==> src/rtl/bocks_pkg.sv <==
// Shared types and constants for the bocks ioctl upload path.
package bocks_pkg;

    localparam int unsigned IOCTL_AW    = 25;
    localparam logic [7:0]  UPLOAD_FILL = 8'hFF;

    typedef enum logic [1:0] {
        IDLE,
        FETCH,
        DONE
    } upload_state_e;

endpackage

==> src/rtl/bocks_upload_timer.sv <==
// Load/count/expire interval counter; load starts at 1 so expiry lands on the TIMEOUT-th counted cycle.
module bocks_upload_timer #(
    parameter int unsigned W       = 8,
    parameter int unsigned TIMEOUT = 255
) (
    input  logic clk,
    input  logic rst_n,
    input  logic load,
    input  logic en,
    output logic expired
);

    localparam logic [W-1:0] LIMIT = W'(TIMEOUT);
    localparam logic [W-1:0] FIRST = W'(1);

    logic [W-1:0] count_q;

    always_ff @(posedge clk or negedge rst_n) begin
        if (!rst_n) begin
            count_q <= '0;
        end else if (load) begin
            count_q <= FIRST;
        end else if (en && !expired) begin
            count_q <= count_q + 1'b1;
        end
    end

    assign expired = (count_q == LIMIT);

endmodule

==> src/rtl/bocks_ioctl_upload.sv <==
// HPS->core upload responder: serves ioctl_rd byte reads from core memory over a req/ack port.
// Optional BOCKS_UPLOAD_CKSUM_EN enables the running byte checksum on upload_cksum.
module bocks_ioctl_upload
    import bocks_pkg::*;
#(
    parameter int unsigned MEM_AW       = 16,
    parameter logic [7:0]  UPLOAD_INDEX = 8'h01,
    parameter logic [7:0]  FILL         = UPLOAD_FILL,
    parameter int unsigned TIMEOUT      = 255
) (
    input  logic                clk_sys,
    input  logic                reset_n,
    input  logic                ioctl_upload,
    input  logic                ioctl_rd,
    input  logic [IOCTL_AW-1:0] ioctl_addr,
    input  logic [7:0]          ioctl_index,
    output logic [7:0]          ioctl_din,
    output logic                ioctl_wait,
    output logic                mem_req,
    output logic [MEM_AW-1:0]   mem_addr,
    input  logic [7:0]          mem_rdata,
    input  logic                mem_ack,
    output logic                upload_err,
    output logic [IOCTL_AW-1:0] upload_count,
    output logic [15:0]         upload_cksum
);

    upload_state_e       state_q, state_d;
    logic [7:0]          din_q, din_d;
    logic                wait_q, wait_d;
    logic                req_q, req_d;
    logic [MEM_AW-1:0]   addr_q, addr_d;
    logic                err_q, err_d;
    logic                hold_q, hold_d;
    logic                abort_q, abort_d;
    logic                upload_q;
    logic [IOCTL_AW-1:0] count_q;

    logic served, aborting, session_start, commit;
    logic tmr_load, tmr_en, tmr_expired;

    assign served        = (ioctl_index == UPLOAD_INDEX) && ((ioctl_addr >> MEM_AW) == '0);
    assign aborting      = abort_q | ~ioctl_upload;
    assign session_start = ioctl_upload & ~upload_q;

    bocks_upload_timer #(
        .W       (8),
        .TIMEOUT (TIMEOUT)
    ) u_timer (
        .clk     (clk_sys),
        .rst_n   (reset_n),
        .load    (tmr_load),
        .en      (tmr_en),
        .expired (tmr_expired)
    );

    always_ff @(posedge clk_sys or negedge reset_n) begin
        if (!reset_n) begin
            state_q  <= IDLE;
            din_q    <= FILL;
            wait_q   <= 1'b0;
            req_q    <= 1'b0;
            addr_q   <= '0;
            err_q    <= 1'b0;
            hold_q   <= 1'b0;
            abort_q  <= 1'b0;
            upload_q <= 1'b0;
        end else begin
            state_q  <= state_d;
            din_q    <= din_d;
            wait_q   <= wait_d;
            req_q    <= req_d;
            addr_q   <= addr_d;
            err_q    <= err_d;
            hold_q   <= hold_d;
            abort_q  <= abort_d;
            upload_q <= ioctl_upload;
        end
    end

    always_comb begin
        state_d  = state_q;
        din_d    = din_q;
        wait_d   = wait_q;
        req_d    = req_q;
        addr_d   = addr_q;
        err_d    = err_q;
        hold_d   = hold_q;
        abort_d  = abort_q;
        tmr_load = 1'b0;
        tmr_en   = 1'b0;
        commit   = 1'b0;

        case (state_q)
            IDLE: begin
                if (ioctl_rd && ioctl_upload) begin
                    wait_d = 1'b1;
                    addr_d = ioctl_addr[MEM_AW-1:0];
                    if (served) begin
                        state_d  = FETCH;
                        req_d    = 1'b1;
                        tmr_load = 1'b1;
                        abort_d  = 1'b0;
                    end else begin
                        // FILL answers spend one extra cycle in DONE so wait spans two cycles
                        state_d = DONE;
                        din_d   = FILL;
                        hold_d  = 1'b1;
                    end
                end
            end
            FETCH: begin
                tmr_en = 1'b1;
                if (!ioctl_upload) abort_d = 1'b1;
                if (mem_ack || tmr_expired) begin
                    req_d = 1'b0;
                    if (!mem_ack) err_d = 1'b1;
                    if (aborting) begin
                        state_d = IDLE;
                        wait_d  = 1'b0;
                    end else begin
                        state_d = DONE;
                        din_d   = mem_ack ? mem_rdata : FILL;
                    end
                end
            end
            DONE: begin
                if (hold_q) begin
                    hold_d = 1'b0;
                end else begin
                    wait_d  = 1'b0;
                    commit  = 1'b1;
                    state_d = IDLE;
                end
            end
            default: state_d = IDLE;
        endcase

        if (ioctl_rd && state_q != IDLE) err_d = 1'b1;
        if (session_start) err_d = 1'b0;
    end

    always_ff @(posedge clk_sys or negedge reset_n) begin
        if (!reset_n) begin
            count_q <= '0;
        end else if (session_start) begin
            count_q <= '0;
        end else if (commit) begin
            count_q <= count_q + 1'b1;
        end
    end

`ifdef BOCKS_UPLOAD_CKSUM_EN
    logic [15:0] cksum_q;

    always_ff @(posedge clk_sys or negedge reset_n) begin
        if (!reset_n) begin
            cksum_q <= '0;
        end else if (session_start) begin
            cksum_q <= '0;
        end else if (commit) begin
            cksum_q <= cksum_q + {8'h00, din_q};
        end
    end

    assign upload_cksum = cksum_q;
`else
    assign upload_cksum = '0;
`endif

    assign ioctl_din    = din_q;
    assign ioctl_wait   = wait_q;
    assign mem_req      = req_q;
    assign mem_addr     = addr_q;
    assign upload_err   = err_q;
    assign upload_count = count_q;

endmodule
==> config.mk <==
export PLATFORM = sky130hd
export DESIGN_NAME = bocks_ioctl_upload
export DESIGN_NICKNAME = d
export VERILOG_FILES = /design/src/rtl/bocks_pkg.sv /design/src/rtl/bocks_upload_timer.sv /design/src/rtl/bocks_ioctl_upload.sv
export SDC_FILE = /design/constraint.sdc
export NUM_CORES = 1
export LEC_CHECK = 0
export ABC_AREA = 1
export BUFFER_PORTS_ARGS = -buffer_cell sky130_fd_sc_hd__buf_2
export CAP_MARGIN = 40
export CORE_ASPECT_RATIO = 0.75
export CORE_MARGIN = 2
export CORE_UTILIZATION = 45
export CTS_CLUSTER_SIZE = 28
export DETAILED_ROUTE_END_ITERATION = 7
export PLACE_DENSITY = 0.81
export SLEW_MARGIN = 20
export SYNTH_ARGS = -nofsm -noshare
export SYNTH_HDL_FRONTEND = slang
export SYNTH_SLANG_ARGS = --single-unit
==> constraint.sdc <==
create_clock -name clk_sys -period 3.63 [get_ports clk_sys]
set_input_delay 0 -clock clk_sys [delete_from_list [all_inputs] [get_ports clk_sys]]
set_output_delay 0 -clock clk_sys [all_outputs]
set_load 0.01 [all_outputs]
# Word-level counts from Yosys, hierarchy flattened
# Cells that the tools add are included.
dict set report word_totals {
  regBits 65
  latch_bits 0
  mem_bits_rw 0
  rom_bits 0
  inputBits 46
  output_inout_bits 68
  word_cells 97
  mem_count 0
}
dict set report op_classes {
  n_addsub 2
  n_mul 0
  div_mod_pow 0
  magnitude_cmp 0
  n_eq_ne 13
  shifts 0
  muxes 43
  n_bitwise 4
  reduce_logical 24
}
# cell n
set ops {}
lappend ops {{8-bit two-way mux} 7}
lappend ops {{25-bit two-way mux} 2}
lappend ops {{25-bit by 1-bit adder with 25-bit output (second input constant)} 1}
lappend ops {{25-bit zero test} 1}
lappend ops {{1-bit two-way mux} 23}
lappend ops {{2-bit != test (second input constant)} 8}
lappend ops {{8-bit one-hot mux with 2 select lines} 1}
lappend ops {{2-bit two-way mux} 5}
lappend ops {{5-bit AND reduction} 2}
lappend ops {{2-bit nonzero test} 5}
lappend ops {{3-bit AND reduction} 3}
lappend ops {{3-bit nonzero test} 3}
lappend ops {{8-bit by 1-bit adder with 8-bit output (second input constant)} 1}
lappend ops {{8-bit by 1-bit equality test with 1-bit output (second input constant)} 1}
lappend ops {{8-bit equality test (second input constant)} 1}
lappend ops {{4-bit AND reduction} 2}
lappend ops {{1-bit one-hot mux with 2 select lines} 3}
lappend ops {{2-bit one-hot mux with 3 select lines} 1}
lappend ops {{1-bit logical AND} 4}
lappend ops {{3-bit by 1-bit != test with 1-bit output (second input constant)} 1}
lappend ops {{1-bit one-hot mux with 3 select lines} 1}
lappend ops {{2-bit by 1-bit equality test with 1-bit output (second input constant)} 1}
lappend ops {{2-bit equality test (second input constant)} 1}
lappend ops {{2-bit zero test} 1}
lappend ops {{other kinds (6)} 7}

# Logic depth before layout (Yosys ltp)
# Gate-level depths: netlist of the first run.
dict set report logic_depth {
  depth_word 6
  mapped_depth 10
  depth_no_buf 10
}

# By module
# A second synthesis of the first run with hierarchy kept.
dict set report hier_totals {
  cells_unflattened 459
  hier_area_um2 3628.5
}
# mod instances cells_per_inst area_per_inst_um2 seq_area_each_um2
set modules_own_cells {}
lappend modules_own_cells {bocks_ioctl_upload 1 388 3119.2 1436.4}
lappend modules_own_cells {bocks_upload_timer 1 71 509.2 200.2}

# Least setup slack after synthesis of the first run
# Ideal clock, no wire load.
dict set report synth_timing {
  kind {register to register}
  start {register state_q[0]}
  end {register count_q[15], in the netlist upload_count[15]}
  setup_ns 0.121
  arrival_time_ns 1.430
  path_slack_ns 2.079
  stages_incl_launch_ff 10
  path_buffers 0
  period_less_slack_ns 1.551
  cell_sequence {dfrtp_1 -> inv_1 -> ha_1 -> nand2_2 -> nor2_1 -> nand2_1 -> nor2_1 -> nand2_1 -> o21ai_0 -> nor2_1}
}
dict set report synth_between {
  elab_chain_cells 3
}
# element line
set synth_rtl {}
lappend synth_rtl {{start, declared} bocks_ioctl_upload.sv:28} ;# upload_state_e state_q, state_d;
lappend synth_rtl {{start signal, assigned} bocks_ioctl_upload.sv:69} ;# state_q <= state_d;
lappend synth_rtl {{2-bit equality test} bocks_ioctl_upload.sv:94} ;# case (state_q)
lappend synth_rtl {{1-bit two-way mux} bocks_ioctl_upload.sv:94}
lappend synth_rtl {{2-bit nonzero test (no line)} -}
lappend synth_rtl {{end signal, assigned} bocks_ioctl_upload.sv:149} ;# count_q <= count_q + 1'b1;
lappend synth_rtl {{end, declared} bocks_ioctl_upload.sv:37} ;# logic [IOCTL_AW-1:0] count_q;
# No other way between the ends.
# A chain may end at the register's enable or synchronous reset.

# Worst setup path after layout of the first run
dict set report layout_timing {
  start {register state_q[1]}
  end {register err_q, in the netlist upload_err}
}
dict set report layout_between {
  elab_chain_cells 4
}
# element line
set layout_rtl {}
lappend layout_rtl {{2-bit nonzero test} bocks_ioctl_upload.sv:139} ;# if (ioctl_rd && state_q != IDLE) err_d = 1'b1;
lappend layout_rtl {{1-bit logical AND} bocks_ioctl_upload.sv:139}
lappend layout_rtl {{3-bit by 1-bit != test with 1-bit output (no line) (tied with other cells)} -}
lappend layout_rtl {{3-bit AND reduction (no line) or 1-bit two-way mux (tied branches)} -}
lappend layout_rtl {{end signal, assigned} bocks_ioctl_upload.sv:74} ;# err_q <= err_d;
lappend layout_rtl {{end, declared} bocks_ioctl_upload.sv:33} ;# logic err_q, err_d;
# Several ways; a longest one is shown, not always the timed one.

==> out/results.tsv, run 1 <==
metric	value	unit
power.total	2723	uW
antenna_found_initial	0	
synth_warnings	0	
drt_iter0_drc	218	
grt_pass1_vias	3366	
place.gp.congestion	0.9341	
critPathKind	reg2reg	
path_max_fanout	6	
area.growth.synth_to_final	28.26	%
drtPass1Iterations	5	
postRouteAntennaNets	0	
fp.dieH	81.70	microns
synthesis.area	3622	sq um
ys_types	34	
drive_gt1_share	24.15	%
critPathMaxStageDelay	570	ps
ys_ff_latch	65	
cts_setup_buffers	0	
initial_core_util	46.16	%
synth_edf_count	0	
layout_commonest_cell	nand2_1	
pin_count	114	
grt_max_degree	27	
final_hold_viol_count	0	
start_kind	flip-flop	
ys_seq_area_share	45.18	%
drc	0	
crit_family	buffers and inverters	
design.die.area	8791	sq um
cap_violations	0	
path_cells	inv_1 > ha_1 > inv_1 > nor2_2 > nand3_1 > a21oi_1 > dlygate4sd3_1	
cts_tree	yes	
outcome	finished, final reports clean	
core_area	7848	sq um
antenna_cells	0	
root_buffer	clkbuf_8	
grt_usage	21.15	%
max-vdd-ir-drop	0.3694	mV
leakage	0.002497	uW
viasPerCell	4.934	
tightest_slew	805.8	ps
setup_violations	0	
io_buffers	97	
critPathBufInv	3	
path_common_cell	inv_1	
crit_cells	7	
chipWidth	107.6	microns
clock_latency	340	ps
p_per_area	586.2	nW/um^2
clkTransAtPathRegs	70	ps
avgSynthCellArea	7.438	sq um
rows	28	
tns	0	ps
cts_buffer_depth	2	
finClkSkew	8.759	ps
async_reset_ff_share	100.0	%
fin_crit	2039	ps
slowest_stage	dlygate4sd3_1	
drv_slew	0	
overflow	0	
max_freq	490.4	MHz
cp-end-kind	flip-flop	
hold_path_depth	4	
min_path_type	in2reg	
r2r_cells	7	
cts_inserted_buffers	9	
finalCritPeriodShare	56.18	%
syn_inst	487	
vias	3582	
layout.cells.most_common_list	155 x nand2_1, 97 x buf_2, 59 x inv_1, 57 x dfrtp_1, 55 x nor2_1	
cts_max_level	3	
wirelength	8904	microns
ys.flop_type	dfrtp_1	
required	3900	ps
dp_hpwl	6456	microns
critPathArrivalTime	2310	ps
relSlewSlack	46.15	%
wire_per_inst	12.26	microns
layout.nets	668	
grt_pass1_wl	14840	microns
rsz0062_at_grt	no	
clock-sinks	65	
## registers in the layout, indices dropped and copies added, names as in the netlist, 2 cells and up
signal / count
upload_count: 25
u_timer.count_q: 8
ioctl_din: 8
mem_addr: 16
state_q: 2
## cell usage after synthesis (4+ instances only)
library cell	instances	area [sq um]
nand2_1	155	581.8
inv_1	59	221.5
dfrtp_1	57	1426
nor2_1	55	206.5
nand3_1	25	125.1
nand4_1	22	137.6
a21oi_1	20	100.1
buf_4	16	120.1
o21ai_0	11	55.05
dfstp_2	8	210.2
or2_2	8	50.05
ha_1	6	75.07
nor2_2	6	37.54
nor3_1	5	25.02
clkbuf_1	4	15.01
## tightest hold or removal path, cell delays in order
cell and delay, ps:
buf_2 70, or2_2 90, nand4_1 100, nand2_1 80
## where the power goes
group	total [uW]	internal (uW)	switching [uW]
logic	1000	388	617
clock network	600	319	280
registers	1120	967	151
## final cells by class
cell class                      instances  area, sq um
Clock buffer                           10        127.6
Clock inverter                          6        67.56
Fill cell                             683         3202
Inverter                               61        229.0
Multi-Input combinational cell        353         1663
Sequential cell                        65         1637
Tap cell                              105        131.4
Timing Repair Buffer                  126        790.8
## worst paths after layout
kind                              start                to  slack, ps
setup / recovery             state_q[1]        upload_err       1590
max in group asynchronous       reset_n      ioctl_din[4]       2650
hold reg to reg            ioctl_din[5]      ioctl_din[5]        460
hold / removal             mem_rdata[7]      ioctl_din[7]         30
min in group asynchronous       reset_n  upload_count[17]        200
setup reg to reg             state_q[1]        upload_err       1590
## metrics by stage
step           utilization (%)  cells  hold slack (ps)  worst slack (ps)  cell area (sq um)
6_report                 59.20    726            29.51              1591               4646
5_1_grt                  59.20    726            44.06              1401               4646
4_1_cts                  59.20    726            14.35              1607               4646
3_5_place_dp             53.27    683            43.74              1674               4180
3_3_place_gp             52.92    682            177.6              1733               4153
2_1_floorplan                -    502           -295.6              2079               3679
## logic make-up after synthesis
kind of cell               synth area share, %
adders and majority gates                2.072
buffers and inverters                    10.47
other                                   0.1035
AOI/OAI and AO/OA                        6.805
DFF                                      45.18
and+or+nand+nor                          35.13
xor gates and xnor gates                0.2418
## metal layers
| metal | wire length, microns | GRT usage (%) |
|---|---|---|
| met1 | 3966 | 27.73 |
| met2 | 4277 | 35.16 |
| met3 | 528 | 4.762 |
| met4 | 131 | 6.795 |
| met5 | 0 | 0 |
## timing repair
action,4_1_cts,5_1_grt
resized for setup,0,0
setup endpoints to repair,0,0
hold buffers,27,0
hold endpoints to repair,48,0
No activity file was read; power rests on OpenSTA's default activity.
==> inputs of run 2 (changes only) <==
Settings changed: ABC_AREA 1 to 0, PLACE_DENSITY 0.81 to 0.82.
Clock period 3.63 ns to 2 ns, I/O delays scaled along.
==> run 2 against run 1 <==
  * Area after synthesis fell by 8.4%
  * Critical path depth did not move
  * Non-clock buffer count rose by 8
  * Sequential share of layout area rose by 2.1 points
  * Utilization rose by 1.4 points
  * Flip-flop and latch count did not move
  * Sequential power rose by 52%
  * Worst hold slack improved by 20 ps
  * Critical endpoint is now ioctl_din[5]
==> out/results.tsv, run 2 <==
metric	value	unit	change
cp-end-kind	flip-flop		
ys_seq_area_share	49.30	%	+4.1 points
pin_count	114		unchanged
final-seq-area	1637	sq um	unchanged
yosys.area.top_type	dfrtp_1		
drive_gt1_share	34.38	%	+10 points
place.gp.congestion	0.8136		-13%
drv_slew	0		unchanged
min_path_type	in2reg		
critPathKind	reg2reg		
synth_warnings	0		unchanged
rsz0062_at_grt	no		
instances_no_fill	549		-24%
drc	0		unchanged
place_inst	506		-26%
postRouteAntennaNets	0		unchanged
critPathMaxStageDelay	400	ps	-170 ps
path_cells	inv_1 > ha_1 > buf_4 > nand2_1 > o221ai_2 > a21oi_4 > mux2i_1		
synth_top_area_share	42.97	%	+3.6 points
timing.rr.start	state_q[0]		
clkTransAtPathRegs	70	ps	about the same
max_freq	549.4	MHz	+12%
ys_ff_latch	65		unchanged
cts_max_level	3		unchanged
antenna_found_initial	0		unchanged
cts_setup_buffers	0		unchanged
antenna_cells	0		unchanged
initial_core_util	45.92	%	-0.24 points
final_util	60.57	%	+1.4 points
wirelength	7003	microns	-21%
drtPass1Iterations	4		-1
layout.cells.most_common_list	97 x buf_2, 57 x dfrtp_1, 47 x nor2_1, 27 x dlygate4sd3_1, 19 x xnor2_1		
leakage	0.002178	uW	-13%
synth_edf_count	0		unchanged
dp_hpwl	5023	microns	-22%
clock_latency	340	ps	about the same
tns	0	ps	unchanged
syn_inst	309		-37%
setup_violations	0		unchanged
design.die.area	8087	sq um	-8.0%
grt_pass1_vias	2594		-23%
layout.nets	495		-26%
chipWidth	103.2	microns	-4.1%
final_hold_viol_count	0		unchanged
grt_pass1_wl	11480	microns	-23%
path_max_fanout	8		+2
power.total	3990	uW	+47%
synthesis.area	3319	sq um	-8.4%
critPathArrivalTime	2080	ps	-230 ps
required	2260	ps	-1640 ps
ys_types	50		+47%
synth_common_cells	57 x dfrtp_1, 47 x nor2_1, 19 x xnor2_1		
wire_per_inst	12.76	microns	+4.0%
grt_max_degree	44		+63%
clock-sinks	65		unchanged
vias	2630		-27%
fp.dieH	78.38	microns	-4.1%
nFillCells	603		-12%
r2r_end	ioctl_din[5]		
cts_tree	yes		
yosysMostFrequentCell	dfrtp_1		
grt_usage	18.60	%	-2.5 points
cts_resized	0		unchanged
finalCritPeriodShare	91.01	%	+35 points
r2r_setup_slack	180	ps	-1410 ps
cts_inserted_buffers	9		unchanged
finClkSkew	9.387	ps	+0.6279 ps
overflow	0		unchanged
hold_path_depth	3		-1
multi_input_area	1509	sq um	-9.3%
async_reset_ff_share	100.0	%	unchanged
cts_buffer_depth	2		unchanged
r2r_cells	7		unchanged
cap_violations	0		unchanged
slowest_stage	dfrtp_1		
startpoint	state_q[0]		
fin_crit	1820	ps	-219.1 ps
io_buffers	97		unchanged
cts_hold_buf	27		unchanged
root_buffer	clkbuf_8		
relSlewSlack	63.92	%	+18 points
p_per_area	911.2	nW/um^2	+55%
start_kind	flip-flop		
synth_area_leaders	dfrtp_1 43%, dfstp_2 6.3%, nor2_1 5.3%, xnor2_1 5.0%, buf_4 3.8%		
hold_start	mem_ack		
min_to	upload_err		
viasPerCell	4.791		-2.9%
max-vdd-ir-drop	0.4235	mV	+15%
tightest_slew	541.2	ps	-264.6 ps
layout_commonest_cell	buf_2		
drt_iter0_drc	81		-63%
core_area	7229	sq um	-7.9%
area.growth.synth_to_final	31.93	%	
avgSynthCellArea	10.74	sq um	+44%
ys.flop_type	dfrtp_1		
outcome	finished, final reports clean		
rows	27		-3.6%
design_area	4379	sq um	-5.7%
largest_reg_flops	25		unchanged
postPlaceCellArea	3901	sq um	-6.7%
[run 2: cell count changes in the layout (fill, tap and decap cells not counted), sizes merged, moves of 16 or more]
cell   previous run  this run
nand4            22         5
xnor2             0        19
nand2           159        16
mux2              0        16
nor2             64        48
inv              62        15
[run 2: report_power, final]
part | switching (uW) | internal [uW]
registers | 148 | 1550
clock network | 473 | 677
logic | 583 | 559
total | 1200 | 2790
[run 2: worst max-delay path by stage]
stage / end
floorplan: ioctl_din[0]
global placement: upload_count[23]
detailed placement: ioctl_din[5]
CTS: ioctl_din[5]
global route: ioctl_din[7]
finish: ioctl_din[5]
[run 2: metal layers]
| metal | track usage (%) | up-vias | routed length, microns |
|---|---|---|---|
| li1 | - | 1290 | - |
| met2 | 31.36 | 84 | 3494 |
| met1 | 21.49 | 1245 | 3001 |
| met3 | 7.035 | 11 | 411 |
| met5 | 0 | - | 0 |
| met4 | 6.711 | 0 | 95 |
[run 2: kinds of logic after synthesis]
kind of cell,after synthesis,synth area share (%)
buf+inv,41,7.011
compound gates,24,5.918
other cells,1,0.1130
mux,26,8.443
simple gates,118,19.56
fa+ha+maj,6,2.262
xor+xnor,28,7.388
flops,65,49.30
[run 2: worst max-delay path: cells and delay by family, from the launching register on]
kind                     cells  cell delay [ps]
AO/OA/AOI/OAI                2              450
adder cells (fa/ha/maj)      1              250
AND/OR/NAND/NOR              1              130
flip-flops                   1              400
buffers and inverters        2              250
multiplexers                 1              250
[run 2: per-stage QoR]
step / hold WS [ps] / worst slack [ps]
2_1_floorplan: -295.6 / 315.6
3_3_place_gp: 9.330 / 251.7
3_5_place_dp: 17.41 / 163.5
4_1_cts: 29.91 / 158.2
5_1_grt: 39.62 / 23.87
6_report: 49.52 / 179.8
[run 2: area by class of cell]
class	instances	share of cell area, %
well taps	101	2.886
clock buffers	14	3.943
inverters	15	1.286
multi-input cells	218	34.46
clock inverters	2	0.8000
repair buffers	134	19.26
flip-flops and latches	65	37.37
